[config.mk]
export PLATFORM = sky130hd
export DESIGN_NAME = display_share_arbiter
export DESIGN_NICKNAME = d
export VERILOG_FILES = /design/src/rtl/display_pkg.sv /design/src/rtl/rr_pick.sv /design/src/rtl/display_share_arbiter.sv
export SDC_FILE = /design/constraint.sdc
export NUM_CORES = 1
export LEC_CHECK = 0
export ABC_AREA = 1
export CAP_MARGIN = 0
export CORE_MARGIN = 5
export CORE_UTILIZATION = 49
export DETAILED_ROUTE_END_ITERATION = 10
export PLACE_DENSITY = 0.81
export SYNTH_ARGS = -nofsm -noshare
export SYNTH_HDL_FRONTEND = slang
export SYNTH_SLANG_ARGS = --single-unit
[constraint.sdc]
create_clock -name clock -period 2.5 [get_ports clock]
set_input_delay 0.5 -clock clock [delete_from_list [all_inputs] [get_ports clock]]
set_output_delay 0.5 -clock clock [all_outputs]
set_load 0.01 [all_outputs]
[src/rtl/display_pkg.sv]
// Shared display constants and arbiter state encoding.
package display_pkg;

  localparam int unsigned DIGITS   = 4;
  localparam int unsigned NUMBER_W = 4 * DIGITS;

  typedef logic state_t;
  localparam state_t IDLE = 1'b0;
  localparam state_t SHOW = 1'b1;

endpackage

[src/rtl/rr_pick.sv]
// Round-robin pick: first set request at or above the pointer, wrapping to 0.
module rr_pick #(
  parameter int unsigned N     = 4,
  parameter int unsigned PTR_W = 2
) (
  input  logic [N-1:0]     req,
  input  logic [PTR_W-1:0] pointer,
  output logic [PTR_W-1:0] winner,
  output logic             any
);

  logic [PTR_W-1:0] idx;

  // Scan from the farthest candidate down so the nearest set request wins.
  always_comb begin
    winner = '0;
    any    = 1'b0;
    idx    = '0;
    for (int k = int'(N) - 1; k >= 0; k--) begin
      idx = PTR_W'((32'(pointer) + 32'(k)) % N);
      if (req[idx]) begin
        winner = idx;
        any    = 1'b1;
      end
    end
  end

endmodule

[src/rtl/display_share_arbiter.sv]
// Round-robin owner of the shared hex display with a fixed non-preemptible show time.
module display_share_arbiter
  import display_pkg::*;
#(
  parameter int unsigned          N_REQ       = 4,
  parameter int unsigned          HOLD_CYCLES = 50000000,
  parameter int unsigned          HOLD_W      = 26,
  parameter logic [NUMBER_W-1:0]  RESET_VALUE = 16'h0000
) (
  input  logic                      clock,
  input  logic                      reset,
  input  logic [N_REQ-1:0]          req,
  input  logic [NUMBER_W*N_REQ-1:0] value,
  output logic [NUMBER_W-1:0]       number,
  output logic [N_REQ-1:0]          grant,
  output logic                      done,
  output logic                      busy
);

  localparam int unsigned PTR_W = $clog2(N_REQ);

  state_t             state;
  logic [HOLD_W-1:0]  counter;
  logic [PTR_W-1:0]   pointer;
  logic [PTR_W-1:0]   pointer_next;
  logic [PTR_W-1:0]   winner;
  logic               any;
  logic [NUMBER_W-1:0] slices [N_REQ];

  rr_pick #(.N(N_REQ), .PTR_W(PTR_W)) u_pick (
    .req     (req),
    .pointer (pointer),
    .winner  (winner),
    .any     (any)
  );

  // Unpack the flat value bus into per-requester slices.
  for (genvar i = 0; i < int'(N_REQ); i++) begin : g_slice
    assign slices[i] = value[NUMBER_W*i +: NUMBER_W];
  end

  // The winner drops to lowest priority on the next arbitration.
  assign pointer_next = (32'(winner) == N_REQ - 1) ? '0 : PTR_W'(winner + 1'b1);

  // Arbitration FSM: grant on request, hold for HOLD_CYCLES, re-arbitrate at expiry.
  always_ff @(posedge clock or posedge reset) begin
    if (reset) begin
      state   <= IDLE;
      counter <= '0;
      pointer <= '0;
      number  <= RESET_VALUE;
      grant   <= '0;
      done    <= 1'b0;
      busy    <= 1'b0;
    end else if (state == IDLE || counter == '0) begin
      if (any) begin
        state   <= SHOW;
        counter <= HOLD_W'(HOLD_CYCLES - 1);
        pointer <= pointer_next;
        number  <= slices[winner];
        grant   <= N_REQ'(1) << winner;
        done    <= (HOLD_CYCLES == 1);
        busy    <= 1'b1;
      end else begin
        state   <= IDLE;
        grant   <= '0;
        done    <= 1'b0;
        busy    <= 1'b0;
      end
    end else begin
      counter <= counter - 1'b1;
      done    <= (counter == HOLD_W'(1));
    end
  end

endmodule

### Word level (Yosys, flattened, before mapping)

Index checks and enable logic that the tools add are counted.

* add/subtract/negate cells: 5
* multipliers: 0
* divide/modulo/power cells: 0
* $lt $le $gt $ge: 5
* eq/ne operators: 3
* shift operators: 1
* mux-type cells: 25
* bitwise gates (word level): 2
* reductions and logical operators: 3

Operators by type and width (count)
* $mux W26: 2
* $bmux W16 S2: 1
* $mux W16: 2
* $eq A26 B1 Y1 const B: 1
* $logic_not A26 Y1: 1
* $sub A26 B1 Y26 const B: 1
* $lt A2 B3 Y1 const B: 4
* $mux W1: 10
* $mux W2: 5
* $bmux W1 S2: 4
* $add A2 B1 Y2 const B: 2
* $add A2 B2 Y2 const B: 2
* $mux W4: 1
* $shl A1 B2 Y4 const A: 1
* $ge A3 B3 Y1 const B: 1
* $not A2 Y3: 1
* $eq A2 B2 Y1 const B: 1
* $ne A2 B2 Y1 const B: 1
* $reduce_and A2 Y1: 1
* $logic_or A1 B1 Y1: 1
* $not A1 Y1: 1

* flip-flop bits (word level): 50
* latch bits: 0
* bits in writable memories: 0
* memory bits (read-only): 0
* input port bits: 70
* output and inout bits: 22
* memories kept: 0

### Logic depth before layout (Yosys ltp)

Gate-level depths: netlist of the first run.

* depth in word-level cells: 11
* mapped depth: 13

### By module

From an unflattened synthesis of the first run, not the netlist that was laid out.

* cell total of the unflattened synthesis: 517
* area total of the unflattened synthesis: 3478.3 um^2

By module, submodules not included
* display_share_arbiter: instances 1, cells each 473, area each 3263.1 um^2, sequential area each 1251.2 um^2
* rr_pick: instances 1, cells each 44, area each 215.2 um^2, sequential area each 0.0 um^2

### Worst setup path before layout of the first run

OpenSTA, ideal clock, no wires.

* path type: input to register
* start point: input req[1]
* end point: register grant[0]
* library setup time: 121 ps
* data arrival time: 1710 ps
* data required time: 2379 ps
* setup slack: 669 ps
* stages: 12
* buffers on the path: 1
* cells stage by stage: inv_1 > nand2_1 > nand3_1 > nand2_1 > nand3_2 > nand2_1 > nand2_2 > nand2_4 > buf_4 > inv_1 > ha_1 > a22o_1

* cells in the longest elaborated chain, start to end: 8

Ends and longest elaborated chain
* start, declared: RTL line display_share_arbiter.sv:12 `input logic [N_REQ-1:0] req,`
* $bmux W1 S2: RTL line rr_pick.sv:21 `if (req[idx]) begin`
* $mux W1 (not written as such): RTL line rr_pick.sv:21
* $mux W2 (4 in series): RTL line rr_pick.sv:21
* $shl A1 B2 Y4: RTL line display_share_arbiter.sv:61 `grant <= N_REQ'(1) << winner;`
* $mux W4 *: RTL line display_share_arbiter.sv:56 `if (any) begin`
* end signal, assigned: RTL line display_share_arbiter.sv:61
* end, declared: RTL line display_share_arbiter.sv:15 `output logic [N_REQ-1:0] grant,`

Mark *: on every way between the ends. The rest lies on a longest branch, timed or not. The select of a mux whose other input is x is not followed.
A chain may end at the register's enable or synchronous reset.

### Final worst setup path of the first run

* start point: register pointer[0]
* end point: register number[14]

* cells in the longest elaborated chain, start to end: 11

Ends and longest elaborated chain
* start, declared: RTL line display_share_arbiter.sv:24 `logic [PTR_W-1:0] pointer;`
* start signal, assigned: RTL line display_share_arbiter.sv:59 `pointer <= pointer_next;`
* $add A2 B2 Y2: RTL line rr_pick.sv:20 `idx = PTR_W'((32'(pointer) + 32'(k)) % N);`
* $bmux W1 S2: RTL line rr_pick.sv:21
* $mux W1 (not written as such): RTL line rr_pick.sv:21
* $mux W2 (4 in series): RTL line rr_pick.sv:21
* $not A2 Y3 (not written as such): RTL line display_share_arbiter.sv:60 `number <= slices[winner];`
* $bmux W16 S2: RTL line display_share_arbiter.sv:60
* $mux W16 (not written as such) (2 in series): RTL line display_share_arbiter.sv:60
* end signal, assigned: RTL line display_share_arbiter.sv:60
* end, declared: RTL line display_share_arbiter.sv:14 `output logic [NUMBER_W-1:0] number,`

Several ways; a longest one is shown, not always the timed one. The select of a mux whose other input is x is not followed.

==> impl_metrics.json, run 1 <==
{
  "status": "complete, no violations",
  "arrival_ns": 2.42,
  "cp-startpoint": "pointer[0]",
  "fmax_mhz": 458.7,
  "coreArea_mm2": 0.006681,
  "grt_max_degree": 51,
  "floorplan.initialDensity": 0.4974,
  "async_flop_share": 1.000,
  "die-height_um": 92.35,
  "rr_worst_depth": 13,
  "fin_skew_ns": 0.003836,
  "clk_latency_ns": 0.30,
  "n_antenna_cell": 0,
  "fill_cells": 577,
  "grtUsageTotal": 0.2169,
  "crit_cells": 13,
  "p_per_area_mw_per_mm2": 345.4,
  "setup_viol": 0,
  "viasPerCell": 5.424,
  "min_from": "number[3]",
  "post-route-period-util": 0.8720,
  "die_w_um": 92.35,
  "clkTransAtPathRegs_ns": 0.08,
  "synthDistinctLibCells": 29,
  "leakagePower_nw": 1.990,
  "synthFlopType": "dfrtp_1",
  "rsz0062_at_grt": "no",
  "p_seq_frac": 0.532,
  "clock_path_buffers": 2,
  "p_int_mw": 1.164,
  "ctsHoldBuffers": 0,
  "drive_gt1_frac": 0.06752,
  "antenna_found_initial": 0,
  "power.switching_mw": 0.3552,
  "hold_class": "register to register",
  "netSwitchingFraction": 0.2338,
  "period_minus_slack_ns": 2.180,
  "cts_sinks": 50,
  "crit_buf_inv": 2,
  "yosys_warnings": 0,
  "multi_input_area_mm2": 0.001807,
  "grt_pass1_vias": 3318,
  "syn2layout_area_growth_pct": 32.38,
  "drc": 0,
  "final_cell_mix": "nand2_1, nand3_1, clkdlybuf4s50_1, dfrtp_1, nor2_1",
  "pin_count": 92,
  "ant_nets": 0,
  "final_common_cell": "nand2_1",
  "grt_pass1_wl_mm": 15.15,
  "clockPowerShare": 0.305,
  "place.gp.congestion": 0.8824,
  "ys_ff_latch": 50,
  "synth_cells": 462,
  "combPwrFrac": 0.163,
  "setup.worst_path.end_class": "register",
  "h-tree-depth": 2,
  "worst_pin_slew_ns": 0.6250,
  "cts_buffers": 5,
  "postCtsSetupRepairBufs": 0,
  "port_buffers": 91,
  "cts_root_buf": "clkbuf_8",
  "die_area_mm2": 0.008529,
  "grt_overflow": 0,
  "finalHoldViolations": 0,
  "seq_area_mm2": 0.001251,
  "crit_family": "simple AND/OR/NAND/NOR gates",
  "ir_worst_vdd_mv": 0.2278,
  "rows": 30,
  "crit_top_cell": "nand2_1",
  "cp_max_fo": 20,
  "maxSlewHeadroom": 0.5833,
  "drt_wl_total_mm": 8.966,
  "critical_path_class": "register to register",
  "vias": 3406,
  "ys_seq_area_frac": 0.3765,
  "crit_path_start_kind": "register",
  "crit_chain": "inv_1 > nand2_1 > nand3_1 > nand2_1 > nand3_2 > nand2_1 > nand2_2 > nand2_4 > buf_4 > nand2_1 > nand3_1 > nand3_1 > nand2_1",
  "postCtsResizedCells": 0,
  "hpwl_mm": 6.748,
  "syn-num-nets": 539,
  "critPathMaxStageDelay_ns": 0.59,
  "wl_per_cell_um": 14.28,
  "fin_setup_tns_ns": 0,
  "synth-edff-count": 0,
  "max_cap_viol_count": 0,
  "syn_area_mm2": 0.003323,
  "dr.pass1.iters": 5,
  "worstReg2RegStart": "pointer[0]",
  "syn_avg_cell_area_um2": 7.193,
  "drt_iter0_markers": 176,
  "whs_ns": 0.4905,
  "required_ns": 2.74,
  "hold_path_depth": 2,
  "slew_viol_final": 0,
  "cts_tree": "built",
  "cpMaxStageDelayCell": "dfrtp_1",
  "fin_nets": 626
}
cell families (layout without fill, tap and decap cells):
logic type,Yosys count,in the layout,share of synthesized area
buf+inv,56,142,0.07982
fa+ha+maj,7,7,0.02635
xor+xnor,14,14,0.03690
compound gates,41,41,0.07267
simple gates,294,294,0.4078
flops,50,50,0.3765
metrics by stage:
stage | utilization | setup slack, ns | power (mW) | area (um^2) | instances
floorplan | - | 0.6692 | 0.9363 | 3323 | 462
global placement | 0.6461 | 0.1846 | 1.070 | 4317 | 622
detailed placement | 0.6461 | 0.1067 | 1.072 | 4317 | 622
CTS | 0.6584 | 0.3332 | 1.536 | 4399 | 628
global route | 0.6584 | 0.1121 | 1.599 | 4399 | 628
finish | 0.6584 | 0.3199 | 1.519 | 4399 | 628
worst min-delay path: cells and delay by family (launching register included):
| kind | cells | cell delay [ns] |
|---|---|---|
| DFF | 1 | 0.36 |
| and+or+nand+nor | 2 | 0.11 |
flip-flops by register name, summed over array words and instances, names as in the netlist:
name	count
grant	4
pointer	2
number	16
done	1
counter	26
state	1
worst paths after layout:
check / endpoint / slack, ns
max: number[14] / 0.32
min: number[3] / 0.49
max reg2reg: number[14] / 0.32
min reg2reg: number[3] / 0.49
max in group asynchronous: number[7] / 1.40
min in group asynchronous: number[0] / 0.68
power groups by stage:
stage / Clock, mW / Combinational [mW] / Sequential, mW
finish: 0.464 / 0.247 / 0.808
global route: 0.515 / 0.276 / 0.808
CTS: 0.479 / 0.249 / 0.808
detailed placement: 0 / 0.248 / 0.824
global placement: 0 / 0.246 / 0.824
floorplan: 0 / 0.112 / 0.824
synthesized netlist by cell type, types with 6 or more instances:
master | n | area (um^2)
buf_2 | 14 | 70.07
buf_4 | 6 | 45.04
dfrtp_1 | 50 | 1251
ha_1 | 7 | 87.58
inv_1 | 30 | 112.6
nand2_1 | 123 | 461.7
nand3_1 | 102 | 510.5
nand4_1 | 7 | 43.79
nor2_1 | 35 | 131.4
nor3_1 | 9 | 45.04
o21ai_0 | 18 | 90.09
o21ai_1 | 9 | 45.04
o22ai_1 | 6 | 37.54
xor2_1 | 10 | 87.58
cell type report:
type / instances / area share
Multi-Input combinational cell: 356 / 0.4107
Sequential cell: 50 / 0.2844
Timing Repair Buffer: 102 / 0.2344
Tap cell: 80 / 0.02275
Clock buffer: 6 / 0.01877
Inverter: 34 / 0.02901
per-layer routing:
| layer | track usage | share of wire | vias to the layer above |
|---|---|---|---|
| met4 | 0.06807 | 0.014 | 0 |
| met1 | 0.2676 | 0.41 | 1566 |
| met5 | 0 | 0 | - |
| met2 | 0.3650 | 0.49 | 126 |
| li1 | - | - | 1703 |
| met3 | 0.06336 | 0.094 | 11 |
(Power assumes the default switching activity.)
==> run 2: changes to the inputs <==
==> constraint.sdc (replaced) <==
create_clock -name clock -period 2.5 [get_ports clock]
set_input_delay 0.375 -clock clock [delete_from_list [all_inputs] [get_ports clock]]
set_output_delay 0.375 -clock clock [all_outputs]
set_load 0.01 [all_outputs]
==> impl_metrics.json, run 2 (same netlist as run 1, synthesis figures left out) <==
{
  "h-tree-depth": 2,
  "floorplan.initialDensity": 0.4974,
  "p_per_area_mw_per_mm2": 395.6,
  "fin_skew_ns": 0.007391,
  "crit_path_start_kind": "register",
  "power.switching_mw": 0.3801,
  "fin_nets": 625,
  "wl_per_cell_um": 14.78,
  "arrival_ns": 2.38,
  "grtUsageTotal": 0.2280,
  "pin_count": 92,
  "combPwrFrac": 0.141,
  "grt_pass1_wl_mm": 16.01,
  "drt_iter0_markers": 146,
  "final_common_cell": "nand2_1",
  "largestRegisters": "counter (26), number (16), grant (4)",
  "clock_path_buffers": 2,
  "netSwitchingFraction": 0.2164,
  "ant_nets": 0,
  "dr.pass1.iters": 5,
  "rsz0062_at_grt": "no",
  "vias": 3414,
  "grt_max_degree": 33,
  "die-height_um": 92.35,
  "worst_pin_slew_ns": 0.4155,
  "finalPower_mw": 1.756,
  "utilization": 0.6644,
  "drt_wl_total_mm": 9.296,
  "grt_overflow": 0,
  "fin_setup_tns_ns": 0,
  "coreArea_mm2": 0.006681,
  "critical_path_class": "register to register",
  "cts_buffers": 5,
  "max_flop_register": "counter",
  "postCtsSetupRepairBufs": 0,
  "clockPowerShare": 0.399,
  "rows": 30,
  "ir_worst_vdd_mv": 0.2431,
  "status": "complete, no violations",
  "hpwl_mm": 7.137,
  "port_buffers": 91,
  "cts_root_buf": "clkbuf_8",
  "leakagePower_nw": 2.007,
  "cts_sinks": 50,
  "place.gp.congestion": 0.9114,
  "max_cap_viol_count": 0,
  "n_antenna_cell": 0,
  "die_w_um": 92.35,
  "placed_area_mm2": 0.004297,
  "final_area_mm2": 0.004439,
  "antenna_found_initial": 0,
  "period_minus_slack_ns": 2.130,
  "clkTransAtPathRegs_ns": 0.09,
  "slew_viol_final": 0,
  "viasPerCell": 5.428,
  "p_int_mw": 1.376,
  "grt_pass1_vias": 3566,
  "fill_cells": 564,
  "required_ns": 2.75,
  "post-route-period-util": 0.8518,
  "postCtsResizedCells": 0,
  "hold_class": "input port to asynchronous set/reset pin",
  "drc": 0,
  "p_seq_frac": 0.460,
  "syn2layout_area_growth_pct": 33.58,
  "cp_max_fo": 22,
  "setup.worst_path.end_class": "register",
  "drive_gt1_frac": 0.06922,
  "cts_tree": "built",
  "finalHoldViolations": 0,
  "largest_register_ffs": 26,
  "final_cell_mix": "nand2_1, nand3_1, clkdlybuf4s50_1, dfrtp_1, nor2_1",
  "ctsHoldBuffers": 0,
  "die_area_mm2": 0.008529,
  "fmax_mhz": 469.6,
  "maxSlewHeadroom": 0.7226,
  "setup_viol": 0,
  "clk_latency_ns": 0.31
}
[run 2: changes by cell type in the layout (fill, tap and decap cells not counted)]
cell / previous run / this run
bufinv_16: 0 / 2
buf_12: 3 / 2
[run 2: path summary, 6_finish.rpt]
path / startpoint / to / slack, ns / cells after the start
worst max-delay path: counter[11] / number[0] / 0.37 / 10
worst min-delay path: reset / number[2] / 0.38 / 2
worst max register to register: counter[11] / number[0] / 0.37 / 10
worst min register to register: number[8] / number[8] / 0.50 / 2
max in group asynchronous: reset / grant[3] / 1.54 / 3
min in group clock: number[8] / number[8] / 0.50 / 2
[run 2: area by class of cell]
class / count / area, um^2 / share of cell area
Tap cell: 80 / 100.1 / 0.02255
Sequential cell: 50 / 1251 / 0.2818
Timing Repair Buffer: 101 / 1011 / 0.2277
Clock buffer: 6 / 82.58 / 0.01860
Inverter: 34 / 127.6 / 0.02875
Clock inverter: 2 / 60.06 / 0.01353
Multi-Input combinational cell: 356 / 1807 / 0.4070
[run 2: per-layer routing]
layer,GRT usage,up-vias,routed length (um)
li1,-,1704,-
met1,0.2758,1540,3900
met2,0.3867,148,4357
met3,0.06580,22,832
met4,0.07921,0,206
met5,0,-,0
[run 2: per-stage QoR]
step / hold slack (ns) / setup slack (ns) / std cells
after floorplan: 0.4646 / 0.6824 / 462
after global placement: 0.4647 / 0.3375 / 621
after detailed placement: 0.4680 / 0.2530 / 621
after CTS: 0.3916 / 0.3886 / 629
after global routing: 0.4224 / 0.2108 / 629
final: 0.3803 / 0.3705 / 629
[run 2: power groups by stage]
stage | clock, mW | combinational, mW | sequential, mW
after floorplan | 0 | 0.112 | 0.824
after detailed placement | 0 | 0.249 | 0.824
after CTS | 0.710 | 0.249 | 0.808
after global placement | 0 | 0.246 | 0.824
after global routing | 0.749 | 0.274 | 0.808
final | 0.701 | 0.247 | 0.808
[run 2: critical path, cell delays in order, from the launching register on]
cell,delay (ns)
dfrtp_1,0.44
nor2_1,0.25
nand2_1,0.17
nor2_4,0.20
nand4_2,0.14
nand2_4,0.19
nand2_2,0.08
inv_2,0.20
buf_12,0.20
nand3_1,0.11
nand2_1,0.07
